### src/rtl/turn_pkg.sv
// Shared state codes and 60 MHz timing defaults for the turn sequencer.
package turn_pkg;

    typedef logic [2:0] state_t;

    localparam state_t IDLE       = 3'd0;
    localparam state_t WAIT_THROW = 3'd1;
    localparam state_t IN_FLIGHT  = 3'd2;
    localparam state_t SETTLE     = 3'd3;
    localparam state_t DONE       = 3'd4;

    // Settle debounce in cycles; timeout is 5 s at 60 MHz.
    localparam int SETTLE_DEFAULT  = 4;
    localparam int TIMEOUT_DEFAULT = 300_000_000;

endpackage

### src/rtl/turn_sequencer_if.sv
// Throw inputs and turn/status outputs between game logic and the sequencer.
interface turn_sequencer_if #(
    parameter int TURN_W   = 3,
    parameter int PLAYER_W = 1,
    parameter int ROUND_W  = 4
);
    logic                start_game;
    logic                throw_flag;
    logic                in_throw_flag;
    logic [TURN_W-1:0]   turn;
    logic [PLAYER_W-1:0] active_player;
    logic [ROUND_W-1:0]  round;
    logic                game_over;
    logic                throw_active;
    logic                turn_advance;
    logic                timeout;

    modport master (
        output start_game, throw_flag, in_throw_flag,
        input  turn, active_player, round,
        input  game_over, throw_active, turn_advance, timeout
    );

    modport slave (
        input  start_game, throw_flag, in_throw_flag,
        output turn, active_player, round,
        output game_over, throw_active, turn_advance, timeout
    );
endinterface

### src/rtl/turn_timer.sv
// Clearable up-counter with terminal-count compare; shared by settle and timeout.
module turn_timer #(
    parameter int W = 4
) (
    input  logic         clk,
    input  logic         rst_n,
    input  logic         clr,
    input  logic         en,
    input  logic [W-1:0] limit,
    output logic         tc
);
    logic [W-1:0] count;

    always_ff @(posedge clk) begin
        if (!rst_n)   count <= '0;
        else if (clr) count <= '0;
        else if (en)  count <= count + W'(1);
    end

    assign tc = (count == limit);
endmodule

### src/rtl/turn_sequencer.sv
// N-player turn controller: debounced throw end, timeout advance, round limit.
module turn_sequencer
    import turn_pkg::*;
#(
    parameter int NUM_PLAYERS    = 2,
    parameter int MAX_ROUNDS     = 8,
    parameter int TURN_W         = 3,
    parameter int SETTLE_CYCLES  = SETTLE_DEFAULT,
    parameter int TIMEOUT_CYCLES = TIMEOUT_DEFAULT
) (
    input  logic             clk60MHz,
    input  logic             rst_n,
    turn_sequencer_if.slave  bus
);
    localparam int PLAYER_W = ($clog2(NUM_PLAYERS) < 1) ? 1 : $clog2(NUM_PLAYERS);
    localparam int ROUND_W  = $clog2(MAX_ROUNDS + 1);
    localparam int TMR_MAX  = (SETTLE_CYCLES > TIMEOUT_CYCLES) ? SETTLE_CYCLES : TIMEOUT_CYCLES;
    localparam int TMR_W    = $clog2(TMR_MAX + 1);
    localparam int TO_LIM   = (TIMEOUT_CYCLES == 0) ? 0 : TIMEOUT_CYCLES - 1;
    localparam bit TO_EN    = (TIMEOUT_CYCLES != 0);

    state_t              state;
    logic [TURN_W-1:0]   turn_q;
    logic [PLAYER_W-1:0] player_q;
    logic [ROUND_W-1:0]  round_q;
    logic                over_q;
    logic                active_q;
    logic                adv_q;
    logic                to_q;

    logic               any;
    logic               wrap;
    logic [ROUND_W-1:0] round_nx;
    logic               last;
    logic               tc;
    logic               expire;
    logic               settled;
    logic               adv;
    logic               fly;
    logic               land;
    logic               tmr_clr;
    logic               tmr_en;
    logic [TMR_W-1:0]   limit;

    assign any      = bus.throw_flag | bus.in_throw_flag;
    assign wrap     = (player_q == PLAYER_W'(NUM_PLAYERS - 1));
    assign round_nx = wrap ? round_q + ROUND_W'(1) : round_q;
    assign last     = wrap && (round_nx == ROUND_W'(MAX_ROUNDS));

    // A flag in the expiry cycle beats the timeout.
    assign expire  = TO_EN && (state == WAIT_THROW) && !any && tc;
    assign settled = (state == SETTLE) && !any && tc;
    assign adv     = expire | settled;
    assign fly     = any && ((state == WAIT_THROW) || (state == SETTLE));
    assign land    = (state == IN_FLIGHT) && !any;

    assign limit   = (state == SETTLE) ? TMR_W'(SETTLE_CYCLES - 1) : TMR_W'(TO_LIM);
    assign tmr_en  = (state == SETTLE) || (TO_EN && (state == WAIT_THROW));
    assign tmr_clr = bus.start_game | any | adv | !tmr_en;

    turn_timer #(.W(TMR_W)) u_timer (
        .clk   (clk60MHz),
        .rst_n (rst_n),
        .clr   (tmr_clr),
        .en    (tmr_en),
        .limit (limit),
        .tc    (tc)
    );

    always_ff @(posedge clk60MHz) begin
        if (!rst_n || bus.start_game) begin
            state    <= rst_n ? WAIT_THROW : IDLE;
            turn_q   <= TURN_W'(1);
            player_q <= '0;
            round_q  <= '0;
            over_q   <= 1'b0;
            active_q <= 1'b0;
            adv_q    <= 1'b0;
            to_q     <= 1'b0;
        end else begin
            adv_q <= adv;
            to_q  <= expire;
            unique case (1'b1)
                adv: begin
                    turn_q   <= turn_q + TURN_W'(1);
                    player_q <= wrap ? '0 : player_q + PLAYER_W'(1);
                    round_q  <= round_nx;
                    state    <= last ? DONE : WAIT_THROW;
                    over_q   <= last;
                    active_q <= 1'b0;
                end
                fly: begin
                    state    <= IN_FLIGHT;
                    active_q <= 1'b1;
                end
                land: state <= SETTLE;
                default: ;
            endcase
        end
    end

    assign bus.turn          = turn_q;
    assign bus.active_player = player_q;
    assign bus.round         = round_q;
    assign bus.game_over     = over_q;
    assign bus.throw_active  = active_q;
    assign bus.turn_advance  = adv_q;
    assign bus.timeout       = to_q;
endmodule
### src/flat_wrapper.sv
// flat-port wrapper written by rule: the top's interface ports become plain ports
module turn_sequencer_flat import turn_pkg::*;
#(
    parameter int NUM_PLAYERS    = 2,
    parameter int MAX_ROUNDS     = 8,
    parameter int TURN_W         = 3,
    parameter int SETTLE_CYCLES  = SETTLE_DEFAULT,
    parameter int TIMEOUT_CYCLES = TIMEOUT_DEFAULT
)
  (clk60MHz, rst_n, bus_start_game, bus_throw_flag, bus_in_throw_flag, bus_turn, bus_active_player, bus_round, bus_game_over, bus_throw_active, bus_turn_advance, bus_timeout);
  turn_sequencer_if #(.TURN_W(TURN_W)) bus_i ();
  input  logic clk60MHz;
  input  logic rst_n;
  input wire logic [$bits(bus_i.start_game)-1:0] bus_start_game;
  input wire logic [$bits(bus_i.throw_flag)-1:0] bus_throw_flag;
  input wire logic [$bits(bus_i.in_throw_flag)-1:0] bus_in_throw_flag;
  output wire logic [$bits(bus_i.turn)-1:0] bus_turn;
  output wire logic [$bits(bus_i.active_player)-1:0] bus_active_player;
  output wire logic [$bits(bus_i.round)-1:0] bus_round;
  output wire logic [$bits(bus_i.game_over)-1:0] bus_game_over;
  output wire logic [$bits(bus_i.throw_active)-1:0] bus_throw_active;
  output wire logic [$bits(bus_i.turn_advance)-1:0] bus_turn_advance;
  output wire logic [$bits(bus_i.timeout)-1:0] bus_timeout;
  assign bus_i.start_game = bus_start_game;
  assign bus_i.throw_flag = bus_throw_flag;
  assign bus_i.in_throw_flag = bus_in_throw_flag;
  assign bus_turn = bus_i.turn;
  assign bus_active_player = bus_i.active_player;
  assign bus_round = bus_i.round;
  assign bus_game_over = bus_i.game_over;
  assign bus_throw_active = bus_i.throw_active;
  assign bus_turn_advance = bus_i.turn_advance;
  assign bus_timeout = bus_i.timeout;
  turn_sequencer #(.NUM_PLAYERS(NUM_PLAYERS), .MAX_ROUNDS(MAX_ROUNDS), .TURN_W(TURN_W), .SETTLE_CYCLES(SETTLE_CYCLES), .TIMEOUT_CYCLES(TIMEOUT_CYCLES)) u_core (.clk60MHz(clk60MHz), .rst_n(rst_n), .bus(bus_i));
endmodule
### config.mk
export PLATFORM = sky130hd
export DESIGN_NAME = turn_sequencer_flat
export DESIGN_NICKNAME = d
export VERILOG_FILES = /design/src/rtl/turn_pkg.sv /design/src/rtl/turn_sequencer_if.sv /design/src/rtl/turn_timer.sv /design/src/rtl/turn_sequencer.sv /design/src/flat_wrapper.sv
export SDC_FILE = /design/constraint.sdc
export NUM_CORES = 1
export LEC_CHECK = 0
export CORE_AREA = 2 2 88 90
export CTS_CLUSTER_SIZE = 25
export DETAILED_ROUTE_END_ITERATION = 8
export DIE_AREA = 0 0 90 92
export GPL_TIMING_DRIVEN = 0
export PLACE_DENSITY = 0.51
export REMOVE_ABC_BUFFERS = 1
export SLEW_MARGIN = 20
export SYNTH_ARGS = -nofsm -noshare
export SYNTH_HDL_FRONTEND = slang
export SYNTH_SLANG_ARGS = --single-unit
### constraint.sdc
create_clock -name clk60MHz -period 4.45 [get_ports clk60MHz]
set_clock_uncertainty 0.2 [all_clocks]
set_input_delay 0.6675 -clock clk60MHz [delete_from_list [all_inputs] [get_ports clk60MHz]]
set_output_delay 0.6675 -clock clk60MHz [all_outputs]
set_load 0.02 [all_outputs]
==> flow_summary.toml <==
[clock_tree]
clk_pin_slew_worst_paths_ns = 0.07
clock_tree.root_cell = "clkbuf_8"
cts-buffers-inserted = 5
cts-hold-fix-buffers = 0
number_of_sinks_handled_by_clock_tree_synthesis = 44
clk_path_buf_depth = 2
ctsHtreeMaxLevel = 2
post-cts-setup-buffer-count = 0
cts_repair_resize_count = 0
clk_latency_ns = 0.29
cts_tree = "built"

[detailed_routing]
route.final.wire_length_um = 4320
routed_via_density = 4.78
detailedRoute.firstPassIterationCount = 4
drc_violations = 0
routedWlPerCell_um = 12.0
vias = 1717
antenna_left = 0
first_iter_violations = 73

[yosys]
synth_area_um2 = 2140
synth_top_area_share_pct = 38.3
yosys.area_share.adder_pct = 1.75
yosys_warnings = 0
synth.yosys.seq_area_share_pct = 42.5
syn_avg_cell_area_um2 = 8.86
synthesis.instances = 242
ys_top_cells_by_area = "dfxtp_1, xor2_1, nor2_1"
synth_top_family_by_area = "simple AND/OR/NAND/NOR gates"
post_synth_and_or_nand_nor_area_fraction_pct = 33.1
synth_compound_area_share_pct = 7.06
share_of_the_synthesized_netlist_area_taken_by_xor_and_xnor_gates_pct = 11.4
synth_enable_flop_cells = 3
async_flop_share_pct = 0
synth_cell_type_count = 48
synthMuxAreaShare_pct = 1.46
synth.largest_area_cell = "dfxtp_1"
post_synth_top_flop = "dfxtp_1"
postSynthRegisterBits = 44

[timing]
actual_transition_at_the_worst_max_transition_pin_ns = 0.774
rsz0062_at_grt = "no"
finalCritPeriodShare_pct = 61.8
slew-limit-headroom_pct = 48.0
setup_violations = 0
timing.fmax_mhz = 363
setup-tns-final_ns = 0
max_slew_violation_count = 0
hold_viol = 0
fin_crit_ns = 2.75

[setup_path]
cp_data_required_time_ns = 4.45
crit_start = "rst_n"
critPathMaxFanout = 29
worstReg2RegEnd = "u_core.u_timer.count[1]"
criticalPathCategory = "in2reg"
timing.critical_path.to = "u_core.u_timer.count[1]"
timing.reg2reg.setup_slack_ns = 1.78
rr_startpoint = "u_core.state[2]"
endpoint_kind = "register"
cp.arrival_ns = 2.75
crit_path_start_kind = "primary input"
worst_r2r_path_depth = 5

[power]
power.static_leakage_nw = 0.788
powerDensity_nw_per_um2 = 276
fin_total_pwr_mw = 0.685
max-vdd-ir-drop_mv = 0.0974

[die]
die-height_um = 92
die_area_um2 = 8280
io_pins = 17
rows = 32
core-area_um2 = 7450
chipWidth_um = 90
initial_core_util_pct = 28.8

[final_layout]
fraction_of_layout_cells_with_a_size_suffix_above_1_pct = 9.34
syn_to_final_growth_pct = 15.6
insertedDiodeCount = 0
final_common_cell = "nor2_1"
layout.nets = 264
finished_core_util_pct = 33.3
stdcell_count = 359
final_cell_mix = "nor2_1, dfxtp_1, xor2_1, nand2_1, clkdlybuf4s50_1"

[status]
run_status = "completed"

[placement]
place.gp.congestion = 0.767
placed_cells = 351
dp_hpwl_um = 3090
port_buffers = 16

[global_route]
grt_use_total_pct = 11.0
grt_first_pass_wirelength_um = 7540
antenna_found_initial = 0
grt-ovfl-total = 0
grt_pass1_vias = 1656
grt_max_degree = 30

[min_path]
min_path_type = "reg2reg"
hold_start = "u_core.u_timer.count[0]"

[flow_run]
drv_cap = 0
==> power by group <==
part	internal, mW	leakage [nW]	switching (mW)
combinational	0.0109	0.379	0.0144
clock	0.127	0.0455	0.128
sequential	0.401	0.364	0.00394
total	0.538	0.788	0.147
==> cell type report <==
class	instances	area (um^2)
well taps	102	128
repair buffers	16	160
inverters	1	3.75
multi-input cells	188	1190
clock buffers	8	90.1
flip-flops and latches	44	911
fillers	805	4970
==> how the worst min path moves through the flow <==
stage,to,cells past startpoint
3_5_place_dp,u_core.u_timer.count[0],1
4_1_cts,u_core.u_timer.count[0],1
3_3_place_gp,u_core.u_timer.count[0],1
2_1_floorplan,u_core.u_timer.count[0],1
6_report,u_core.u_timer.count[0],1
5_1_grt,u_core.bus.game_over,2
==> kinds of logic after synthesis <==
| family | count (synthesis) |
|---|---|
| XOR/XNOR | 28 |
| flip-flops | 44 |
| multiplexers | 3 |
| buffers and inverters | 10 |
| AO/OA/AOI/OAI | 24 |
| AND/OR/NAND/NOR | 130 |
| adder cells (fa/ha/maj) | 3 |
==> through the flow <==
stage          hold slack (ns)  instance area [um^2]  setup slack [ns]
6_report                 0.265                  2480              1.70
5_1_grt                  0.304                  2480              1.45
4_1_cts                  0.272                  2480              1.60
3_5_place_dp             0.255                  2390              1.34
3_3_place_gp             0.249                  2380             0.894
2_1_floorplan            0.230                  2090              2.05
==> Yosys cell counts, types with 3 or more instances <==
| cell type | count |
|---|---|
| clkbuf_1 | 3 |
| nand3_1 | 16 |
| a21oi_1 | 8 |
| edfxtp_1 | 3 |
| nor2_1 | 42 |
| o21ai_0 | 8 |
| xnor2_1 | 7 |
| nor3_1 | 6 |
| and4_2 | 4 |
| dfxtp_1 | 41 |
| xor2_1 | 21 |
| ha_1 | 3 |
| nand2_1 | 18 |
| nand4_1 | 11 |
| nor4_1 | 6 |
==> worst max-delay path: stages <==
cell and delay [ns]:
clkdlybuf4s50_1 0.49, nor2b_1 0.60, nand3_2 0.68, a21oi_1 0.29
==> sequential cells by signal, summed over array words and instances (netlist names) <==
register,count
u_core.bus.timeout,1
u_core.bus.active_player,1
u_core.bus.turn,3
u_core.bus.round,4
u_core.bus.game_over,1
u_core.bus.turn_advance,1
u_core.bus.throw_active,1
u_core.u_timer.count,29
u_core.state,3
==> layer usage <==
layer,vias up,GRT usage (%),part of all wire [%]
met5,-,0,0
met4,0,4.23,0.95
met3,4,1.23,1.3
met2,14,18.3,46
met1,812,14.7,52
li1,887,-,-
Note: power is estimated with default switching activity, not from simulation.
